<file path="config.mk">
export PLATFORM = sky130hd
export DESIGN_NAME = aq_dtu_cdc_pulse_arb_flat
export DESIGN_NICKNAME = d
export VERILOG_FILES = /design/src/rtl/aq_dtu_cdc_pulse_arb_if.sv /design/src/rtl/aq_dtu_cdc_pulse_arb.sv /design/src/flat_wrapper.sv
export SDC_FILE = /design/constraint.sdc
export NUM_CORES = 1
export LEC_CHECK = 0
export CAP_MARGIN = 15
export CORE_ASPECT_RATIO = 0.7
export CORE_MARGIN = 1.5
export CORE_UTILIZATION = 46
export CTS_BUF_LIST = sky130_fd_sc_hd__clkbuf_2 sky130_fd_sc_hd__clkbuf_4 sky130_fd_sc_hd__clkbuf_8
export DETAILED_ROUTE_END_ITERATION = 6
export HOLD_SLACK_MARGIN = 0.03
export PLACE_DENSITY = 0.76
export SETUP_SLACK_MARGIN = 0.15
export SLEW_MARGIN = 20
export SYNTH_ARGS = -nofsm -noshare
export SYNTH_HDL_FRONTEND = slang
export SYNTH_SLANG_ARGS = --single-unit
export TNS_END_PERCENT = 20
</file>
<file path="constraint.sdc">
create_clock -name i_src_clk -period 4.9 [get_ports i_src_clk]
set_input_delay 0.98 -clock i_src_clk [delete_from_list [all_inputs] [get_ports i_src_clk]]
set_output_delay 0.98 -clock i_src_clk [all_outputs]
set_load 0.02 [all_outputs]
</file>
<file path="src/rtl/aq_dtu_cdc_pulse_arb_if.sv">
// Scheduler-side bundle between the event sources and the shared pulse-CDC channel.
// The design takes the slave modport; the stimulus side takes master.
interface aq_dtu_cdc_pulse_arb_if #(
  parameter int N_REQ = 4,
  parameter int ID_W  = 2,
  parameter int CNT_W = 5
);
  logic [N_REQ-1:0] req_pulse;
  logic             arb_en;
  logic [CNT_W-1:0] cfg_hold_cyc;
  logic             cdc_pulse;
  logic [ID_W-1:0]  cdc_id;
  logic             busy;
  logic [N_REQ-1:0] req_ovf;
  logic [N_REQ-1:0] pend;

  modport master (
    output req_pulse, arb_en, cfg_hold_cyc,
    input  cdc_pulse, cdc_id, busy, req_ovf, pend
  );
  modport slave (
    input  req_pulse, arb_en, cfg_hold_cyc,
    output cdc_pulse, cdc_id, busy, req_ovf, pend
  );
endinterface

</file>
<file path="src/rtl/aq_dtu_cdc_pulse_arb.sv">
// Round-robin scheduler sharing one pulse-CDC channel among N_REQ sources.
// Each grant fires one pulse and then holds the channel idle for H+1 cycles.
module aq_dtu_cdc_pulse_arb #(
  parameter int N_REQ = 4,
  parameter int ID_W  = (N_REQ > 2) ? $clog2(N_REQ) : 1,
  parameter int CNT_W = 5
) (
  input  logic                     i_src_clk,
  input  logic                     i_src_rst,
  aq_dtu_cdc_pulse_arb_if.slave    io_arb
);
  typedef enum logic {IDLE = 1'b0, HOLD = 1'b1} state_e;

  state_e           r_state, w_state_nxt;
  logic [N_REQ-1:0] r_pend, r_ovf, w_gnt;
  logic [ID_W-1:0]  r_rr_ptr, r_id, w_gnt_idx;
  logic [CNT_W-1:0] r_cnt;
  logic             r_pulse, w_grant, w_busy;

  // Rotating search from r_rr_ptr; the first pending index wins.
  always_comb begin
    int              j;
    logic [ID_W-1:0] jj;
    w_gnt     = '0;
    w_gnt_idx = '0;
    w_grant   = 1'b0;
    j         = 0;
    jj        = '0;
    if (r_state == IDLE && io_arb.arb_en) begin
      for (int k = 0; k < N_REQ; k++) begin
        j = int'(r_rr_ptr) + k;
        if (j >= N_REQ) j = j - N_REQ;
        jj = ID_W'(j);
        if (!w_grant && r_pend[jj]) begin
          w_grant    = 1'b1;
          w_gnt[jj]  = 1'b1;
          w_gnt_idx  = jj;
        end
      end
    end
  end

  always_ff @(posedge i_src_clk) begin
    if (i_src_rst) r_state <= IDLE;
    else           r_state <= w_state_nxt;
  end

  always_comb begin
    w_state_nxt = r_state;
    case (r_state)
      IDLE:    if (w_grant) w_state_nxt = HOLD;
      HOLD:    if (r_cnt == '0) w_state_nxt = IDLE;
      default: w_state_nxt = IDLE;
    endcase
  end

  always_comb begin
    w_busy = (r_state == HOLD);
  end

  // A request landing on its own grant cycle is re-queued, not flagged as overflow.
  always_ff @(posedge i_src_clk) begin
    if (i_src_rst) begin
      r_pend   <= '0;
      r_ovf    <= '0;
      r_pulse  <= 1'b0;
      r_id     <= '0;
      r_cnt    <= '0;
      r_rr_ptr <= '0;
    end else begin
      r_pend  <= (r_pend & ~w_gnt) | io_arb.req_pulse;
      r_ovf   <= io_arb.req_pulse & r_pend & ~w_gnt;
      r_pulse <= w_grant;
      if (w_grant) begin
        r_id     <= w_gnt_idx;
        r_cnt    <= io_arb.cfg_hold_cyc;
        r_rr_ptr <= (w_gnt_idx == ID_W'(N_REQ - 1)) ? '0 : w_gnt_idx + ID_W'(1);
      end else if (r_state == HOLD && r_cnt != '0) begin
        r_cnt <= r_cnt - CNT_W'(1);
      end
    end
  end

  assign io_arb.cdc_pulse = r_pulse;
  assign io_arb.cdc_id    = r_id;
  assign io_arb.busy      = w_busy;
  assign io_arb.req_ovf   = r_ovf;
  assign io_arb.pend      = r_pend;
endmodule

</file>
<file path="src/flat_wrapper.sv">
// flat-port wrapper written by rule: the top's interface ports become plain ports
module aq_dtu_cdc_pulse_arb_flat 
#(
  parameter int N_REQ = 4,
  parameter int ID_W  = (N_REQ > 2) ? $clog2(N_REQ) : 1,
  parameter int CNT_W = 5
)
  (i_src_clk, i_src_rst, io_arb_req_pulse, io_arb_arb_en, io_arb_cfg_hold_cyc, io_arb_cdc_pulse, io_arb_cdc_id, io_arb_busy, io_arb_req_ovf, io_arb_pend);
  aq_dtu_cdc_pulse_arb_if #(.N_REQ(N_REQ), .ID_W(ID_W), .CNT_W(CNT_W)) io_arb_i ();
  input  logic i_src_clk;
  input  logic i_src_rst;
  input wire logic [$bits(io_arb_i.req_pulse)-1:0] io_arb_req_pulse;
  input wire logic [$bits(io_arb_i.arb_en)-1:0] io_arb_arb_en;
  input wire logic [$bits(io_arb_i.cfg_hold_cyc)-1:0] io_arb_cfg_hold_cyc;
  output wire logic [$bits(io_arb_i.cdc_pulse)-1:0] io_arb_cdc_pulse;
  output wire logic [$bits(io_arb_i.cdc_id)-1:0] io_arb_cdc_id;
  output wire logic [$bits(io_arb_i.busy)-1:0] io_arb_busy;
  output wire logic [$bits(io_arb_i.req_ovf)-1:0] io_arb_req_ovf;
  output wire logic [$bits(io_arb_i.pend)-1:0] io_arb_pend;
  assign io_arb_i.req_pulse = io_arb_req_pulse;
  assign io_arb_i.arb_en = io_arb_arb_en;
  assign io_arb_i.cfg_hold_cyc = io_arb_cfg_hold_cyc;
  assign io_arb_cdc_pulse = io_arb_i.cdc_pulse;
  assign io_arb_cdc_id = io_arb_i.cdc_id;
  assign io_arb_busy = io_arb_i.busy;
  assign io_arb_req_ovf = io_arb_i.req_ovf;
  assign io_arb_pend = io_arb_i.pend;
  aq_dtu_cdc_pulse_arb #(.N_REQ(N_REQ), .ID_W(ID_W), .CNT_W(CNT_W)) u_core (.i_src_clk(i_src_clk), .i_src_rst(i_src_rst), .io_arb(io_arb_i));
endmodule
</file>
==> impl_results.md, run 1 <==
- Status: finished, final reports clean
- Synth top area cells: dfxtp_1 (30%), ha_1 (10%), a21oi_1 (5.6%), mux4_2 (5.4%), inv_1 (3.0%)
- Remaining DRCs: 0
- Worst slew pin tran: 0.658 ns
- CTS tree: built
- Clock tree root buffer cell: clkbuf_8
- HP Class: flop to flop
- Synth cell count leaders: dfxtp_1 (19), a21oi_1 (14)
- Netlist Area Pre-Place: 1250 sq um
- Worst IR Drop VDD: 0.334 mV
- Gr ovfl total: 0
- Buf/Inv on CP: 1
- Reg area: approximately 380 sq um
- Worst r2r src: u_core.r_rr_ptr[0]
- Yosys top cell by area: dfxtp_1
- # clock sinks: 19
- Die Ht: 46.6 um
- Critical-path top delay cell: dfxtp_1
- Clk_skew: 0.000925 ns
- Async SR Flop Fraction: 0%
- Max Clk Rate: 335 MHz
- Avg Inst Size Synth: 9.18 sq um
- Num rows: 15
- Total Die Area: just over 3000 sq um
- Clk slew on worst S/H paths: around 0.070 ns
- First-pass GRT wire length: 4300 um
- Via/cell ratio: 5.75
- Critical Path Start Type: flop
- Tot GR Track Use: between 10% and 20%
- P_sw: 0.000401 W
- Final Cycle Share: slightly above 60%
- EDFF count, synth: 0
- Register area share after synthesis: 30.5%
- Filler cells: 227
- Most common cell on crit path: nor2_1
- Routed vias: 1099
- CTS H-tree lvls: 1
- Hold Vio Cnt, Final: 0
- Max Root-Sink Buffers: 2
- Net switching fraction of the power: 45.4%
- Part of the power in registers: between 20% and 30%
- Max-cap violations: 0
- Largest net degree at the start of global routing: 20
- Max incr delay on CP: between 0.7 and 0.8 ns
- Cell Pwr Density: 575 nW/um^2
- Cts hold-fix bufs: 0
- Internal power: a little under 0.0005 W
- Leak: 0.581 nW
- Antenna viol nets, final: 0
- Boundary Pins: 24
- Layout cells sized above 1: around 8.3%
- Most common flop cell mapped by yosys: dfxtp_1
- Clk pwr share: 12.4%
- Post CTS Setup Buffer Count: 0
- Post-DP Area: 1490 sq um
- Multi-input logic area: 797 sq um
- CTS Buf Count: 3
- Worst EP required: 5.02 ns
- Crit path cell chain: inv_1, ha_1, mux4_1, nor2_1, a21oi_1, o21ai_0, a222oi_1, nor2_1
- CP delay by family, top: compound AO/OA/AOI/OAI gates
- # nets final: 180
- Finish-stage setup viols: 0
- Core area: 2510 sq um
- Unrepaired setup endpoints after global routing: no
- Post-synthesis cell type count: 46
- Hold Path Origin: u_core.io_arb.cdc_id[0]
- N_diodes: 0
- Yosys top cell area share: 30.5%
- Setup_tns: 0 ns
- Crit Path Class: flop to flop
- DRT Wirelength: approximately 2700 um
- Seq cells post-synth: 19
- # resized after CTS: 0
- Gpl congestion: just over 0.9
- I/O Buffers: 23
- Logic pwr share: 57.8%
- Crit path max fanout: 17
- Slew margin rel.: between 50% and 60%
- DP HPWL: between 2000 and 2500 um
- Min Tclk post-route: 2.98 ns
- Clock latency on the worst-skew pair: roughly 0.26 ns
- Final Max Tran Viols: 0
- DR iter-0 viols: 62
- Initial antenna violation count: 0
- Count leader, synth: dfxtp_1
- Arr. time, crit path: 3.11 ns
- Post-Synthesis Cells: between 100 and 150
- Ys Warns: 0
- Number of global-route vias before repair: approximately 860
- Die Wd: approximately 65 um
- Syn Nets: 158
- First-pass DRT Iterations: 4
- Post-route cell area: 1530 sq um
- DR WL/cell: 14.3 um
- Crit. End Element: flop
- Area Overhead vs Synth: 22.8%
- Crit path from: u_core.r_rr_ptr[0]
- Initial core utilization: 49.7%
[cell usage in the layout (no fill, tap or decap), types with 2 or more instances in the layout]
master,n
a211oi_1,3
a21o_1,2
a21oi_1,14
a221oi_1,2
clkbuf_8,3
clkdlybuf4s50_1,23
dfxtp_1,19
ha_1,10
inv_1,10
mux2_2,2
mux2i_1,3
mux4_2,3
nand2_1,10
nand2b_1,3
nand3b_1,2
nor2_1,10
nor3_1,4
o211ai_1,2
o21ai_0,4
o21ai_1,2
xor2_1,2
[path summary, 6_finish.rpt]
kind	endpoint	slack, ns	cells after the start
max reg2reg	u_core.r_cnt[3]	1.92	8
min	u_core.io_arb.cdc_id[0]	0.47	2
min reg2reg	u_core.io_arb.cdc_id[0]	0.47	2
max	u_core.r_cnt[3]	1.92	8
[logic make-up (layout without fill, tap and decap cells)]
kind of cell             Yosys count  count (layout)  share of synthesized area [%]
XOR/XNOR                           3               3                           2.10
flip-flops                        19              19                           30.5
buffers and inverters             16              37                           5.71
AND/OR/NAND/NOR                   37              37                           16.9
AO/OA/AOI/OAI                     42              42                           23.0
multiplexers                       9               9                           11.7
adder cells (fa/ha/maj)           10              10                           10.0
[area by class of cell]
class	count	share of cell area [%]
inverter	10	2.45
multi-input combinational	101	52.0
timing repair buffer	23	15.0
clock buffer	3	2.69
sequential	19	24.8
clock inverter	1	0.326
tap	34	2.77
[through the flow]
stage / setup WS [ns] / utilization [%] / power, W / std cells / hold WS (ns)
after floorplan: 2.36 / - / 0.000653 / 136 / 0.469
after global placement: 2.10 / 59.2 / 0.000761 / 187 / 0.448
after detailed placement: 1.96 / 59.2 / 0.000768 / 187 / 0.452
after CTS: 1.94 / 61.0 / 0.000878 / 191 / 0.465
after global routing: 1.63 / 61.0 / 0.000947 / 191 / 0.492
final: 1.92 / 61.0 / 0.000883 / 191 / 0.469
[worst register-to-register path: stages, from the launching register on]
cell,delay [ns]
dfxtp_1,0.75
inv_1,0.24
ha_1,0.42
mux4_1,0.42
nor2_1,0.10
a21oi_1,0.45
o21ai_0,0.17
a222oi_1,0.23
nor2_1,0.07
[routing by layer]
metal  track usage [%]  share of wire (%)  up-vias
met2              29.4                 44       48
met5                 0                  0        -
li1                  -                  -      545
met4              2.50               0.40        0
met3              5.62                7.0        3
met1              27.0                 48      503
[flip-flops by register name, summed over array words and instances (netlist names)]
signal / cells
u_core.r_cnt: 5
u_core.io_arb.pend: 4
u_core.io_arb.req_ovf: 4
u_core.io_arb.cdc_id: 2
u_core.r_rr_ptr: 2
u_core.io_arb.busy: 1
u_core.io_arb.cdc_pulse: 1
[power groups by stage]
stage	registers, W	logic, W	clock network (W)
after floorplan	0.000255	0.000398	0
after global placement	0.000262	0.000499	0
after detailed placement	0.000265	0.000503	0
after CTS	0.000261	0.000506	0.000110
after global routing	0.000272	0.000558	0.000118
final	0.000263	0.000510	0.000109
(Power assumes the default switching activity.)
==> inputs of run 2 (changes only) <==
PLACE_DENSITY = 0.79   (was 0.76)
clock period = 2.5 ns   (was 4.9 ns; I/O delays follow)
==> run 2 against run 1 <==
Compared with the run above: final cell count increased by 2.1%; die area unchanged; critical path depth did not move; highest routed layer unchanged; global-route usage increased by 0.75 points; sequential power rose by 84%; clock-buffer cell count unchanged; non-clock buffer count up 4; total power grew 100%; register-to-register slack got worse by 1.8 ns.
==> impl_results.md, run 2 (synthesis results as in run 1) <==
- Status: finished, final reports clean
- Hold Path Origin: u_core.io_arb.cdc_id[0]
- Crit path from: u_core.r_rr_ptr[0]
- CTS Buf Count: 3 (unchanged)
- Max Root-Sink Buffers: 2 (unchanged)
- DP HPWL: 2160 um (+4.8%)
- Crit path cell chain: inv_2, ha_4, mux4_2, nor2_8, nand3_4, a221oi_2, xor2_1, a21oi_1
- P_sw: 0.000799 W (+99%)
- Core area: 2510 sq um (unchanged)
- Layout cells sized above 1: 13.0% (+4.8 points)
- Critical-path top delay cell: mux4_2
- First-pass GRT wire length: 4540 um (+5.6%)
- DR WL/cell: 14.3 um (-0.26%)
- Clk_skew: 0.00366 ns (+0.00274 ns)
- # nets final: 184 (+2.2%)
- Finish-stage setup viols: 0 (unchanged)
- I/O Buffers: 23 (unchanged)
- Crit path max fanout: 9 (-8)
- Dpl ws: 0.174 ns (-1.78 ns)
- Num rows: 15 (unchanged)
- Net switching fraction of the power: 44.6% (-0.81 points)
- First-pass DRT Iterations: 4 (unchanged)
- Filler cells: 207 (-8.8%)
- # clock sinks: 19 (unchanged)
- Remaining DRCs: 0 (unchanged)
- Antenna viol nets, final: 0 (unchanged)
- Total Die Area: 3040 sq um (unchanged)
- Die Wd: 65.3 um (unchanged)
- Clock tree root buffer cell: clkbuf_8
- Tot GR Track Use: 19.7% (+0.75 points)
- Slew margin rel.: 59.5% (+3.4 points)
- Max reg flops: 5 (unchanged)
- Reg with most FFs: u_core.r_cnt
- Most frequent cells in the layout: clkdlybuf4s50_1 (23), dfxtp_1 (18), a21oi_1 (13)
- Commonest non-fill, non-tap cell in the layout: clkdlybuf4s50_1
- Gpl congestion: 0.953 (+4.7%)
- DRT Wirelength: 2780 um (+1.8%)
- Final cell count without fillers: 195 (+2.1%)
- Clk slew on worst S/H paths: 0.07 ns (about the same)
- Reg area: 382 sq um (+0.33%)
- Max incr delay on CP: 0.45 ns (-0.30 ns)
- Final Max Tran Viols: 0 (unchanged)
- Worst EP required: 2.65 ns (-2.37 ns)
- Worst slew pin tran: 0.606 ns (-0.0518 ns)
- Via/cell ratio: 5.61 (-2.6%)
- Placed cell count: 191 (+2.1%)
- Die Ht: 46.6 um (unchanged)
- Initial core utilization: 49.7% (unchanged)
- Routed vias: 1093 (-0.55%)
- Area Overhead vs Synth: 26.7%
- Gr ovfl total: 0 (unchanged)
- Internal power: 0.000994 W (+110%)
- Final setup margin: 0.143 ns (-1.78 ns)
- Worst IR Drop VDD: 0.651 mV (+95%)
- Critical Path Start Type: flop
- Leak: 0.602 nW (+3.7%)
- N_diodes: 0 (unchanged)
- HP Class: flop to flop
- Hold Vio Cnt, Final: 0 (unchanged)
- Cell Pwr Density: 1130 nW/um^2 (+97%)
- Largest net degree at the start of global routing: 14 (-30%)
- Logic pwr share: 61.3% (+3.5 points)
- Min Tclk post-route: 2.36 ns (-0.625 ns)
- Minimum hold slack: 0.468 ns (-0.00149 ns)
- Number of global-route vias before repair: 978 (+14%)
- Max Clk Rate: 424 MHz (+27%)
- Arr. time, crit path: 2.51 ns (-0.60 ns)
- Multi-input logic area: 813 sq um (+2.0%)
- Boundary Pins: 24 (unchanged)
- Post CTS Setup Buffer Count: 0 (unchanged)
- CTS tree: built
- Setup_tns: 0 ns (unchanged)
- Unrepaired setup endpoints after global routing: yes
- CTS H-tree lvls: 1 (unchanged)
- CP delay by family, top: compound AO/OA/AOI/OAI gates
- Worst r2r src: u_core.r_rr_ptr[0]
- Crit. End Element: flop
- Max-cap violations: 0 (unchanged)
- Final Cycle Share: 94.3% (+33 points)
- Clk pwr share: 11.7% (-0.7 points)
- Buf/Inv on CP: 1 (unchanged)
- Crit Path Class: flop to flop
- DR iter-0 viols: 43 (-31%)
- Part of the power in registers: 27.0% (-2.8 points)
- Initial antenna violation count: 0 (unchanged)
- Clock latency on the worst-skew pair: 0.26 ns (about the same)
[run 2: cell types whose count changed in the layout (fill, tap and decap cells not counted), sizes merged]
cell,previous run,this run
buf,0,4
[run 2: stage by stage]
stage / total power, W / cell area [sq um] / utilization [%]
2_1_floorplan: 0.00131 / 1260 / -
6_report: 0.00179 / 1580 / 62.9
3_3_place_gp: 0.00155 / 1530 / 60.9
4_1_cts: 0.00178 / 1580 / 62.7
5_1_grt: 0.00193 / 1580 / 62.9
3_5_place_dp: 0.00157 / 1530 / 60.9
[run 2: worst paths after layout]
| path | slack [ns] | end | depth (start not counted) |
|---|---|---|---|
| max reg2reg | 0.14 | u_core.r_rr_ptr[1] | 8 |
| max | 0.14 | u_core.r_rr_ptr[1] | 8 |
| min reg2reg | 0.47 | u_core.io_arb.cdc_id[0] | 2 |
| min | 0.47 | u_core.io_arb.cdc_id[0] | 2 |
[run 2: routing by layer]
metal	part of all wire, %	global-route usage [%]
met5	0	0
met1	52	28.4
met2	42	30.6
met3	5.7	4.40
met4	0.36	3.75
[run 2: area by class of cell]
| type | instances | area share, % |
|---|---|---|
| clock buffers | 3 | 2.61 |
| clock inverters | 1 | 0.316 |
| inverters | 10 | 2.37 |
| multi-input cells | 101 | 51.4 |
| flip-flops and latches | 19 | 24.1 |
| well taps | 34 | 2.69 |
| repair buffers | 27 | 16.5 |
[run 2: timing repair]
action	4_1_cts	5_1_grt
setup endpoints to repair	0	3
hold buffers	0	0
resized for setup	0	1
[run 2: power by group through the flow]
stage	registers [W]	logic, W	clock network [W]
global route	0.000496	0.00121	0.000225
CTS	0.000481	0.00109	0.000213
floorplan	0.000500	0.000807	0
global placement	0.000480	0.00107	0
detailed placement	0.000487	0.00108	0
finish	0.000484	0.00110	0.000210
[run 2: tightest hold or removal path: stages, from the launching register on]
cell and delay, ns:
dfxtp_1 0.32, nand2_1 0.05, a21oi_1 0.05
==> inputs of run 3 (changes only) <==
CAP_MARGIN = 20   (was 15)
==> results of run 3 <==
Final layout, timing and power as in run 2 (identical DEF).
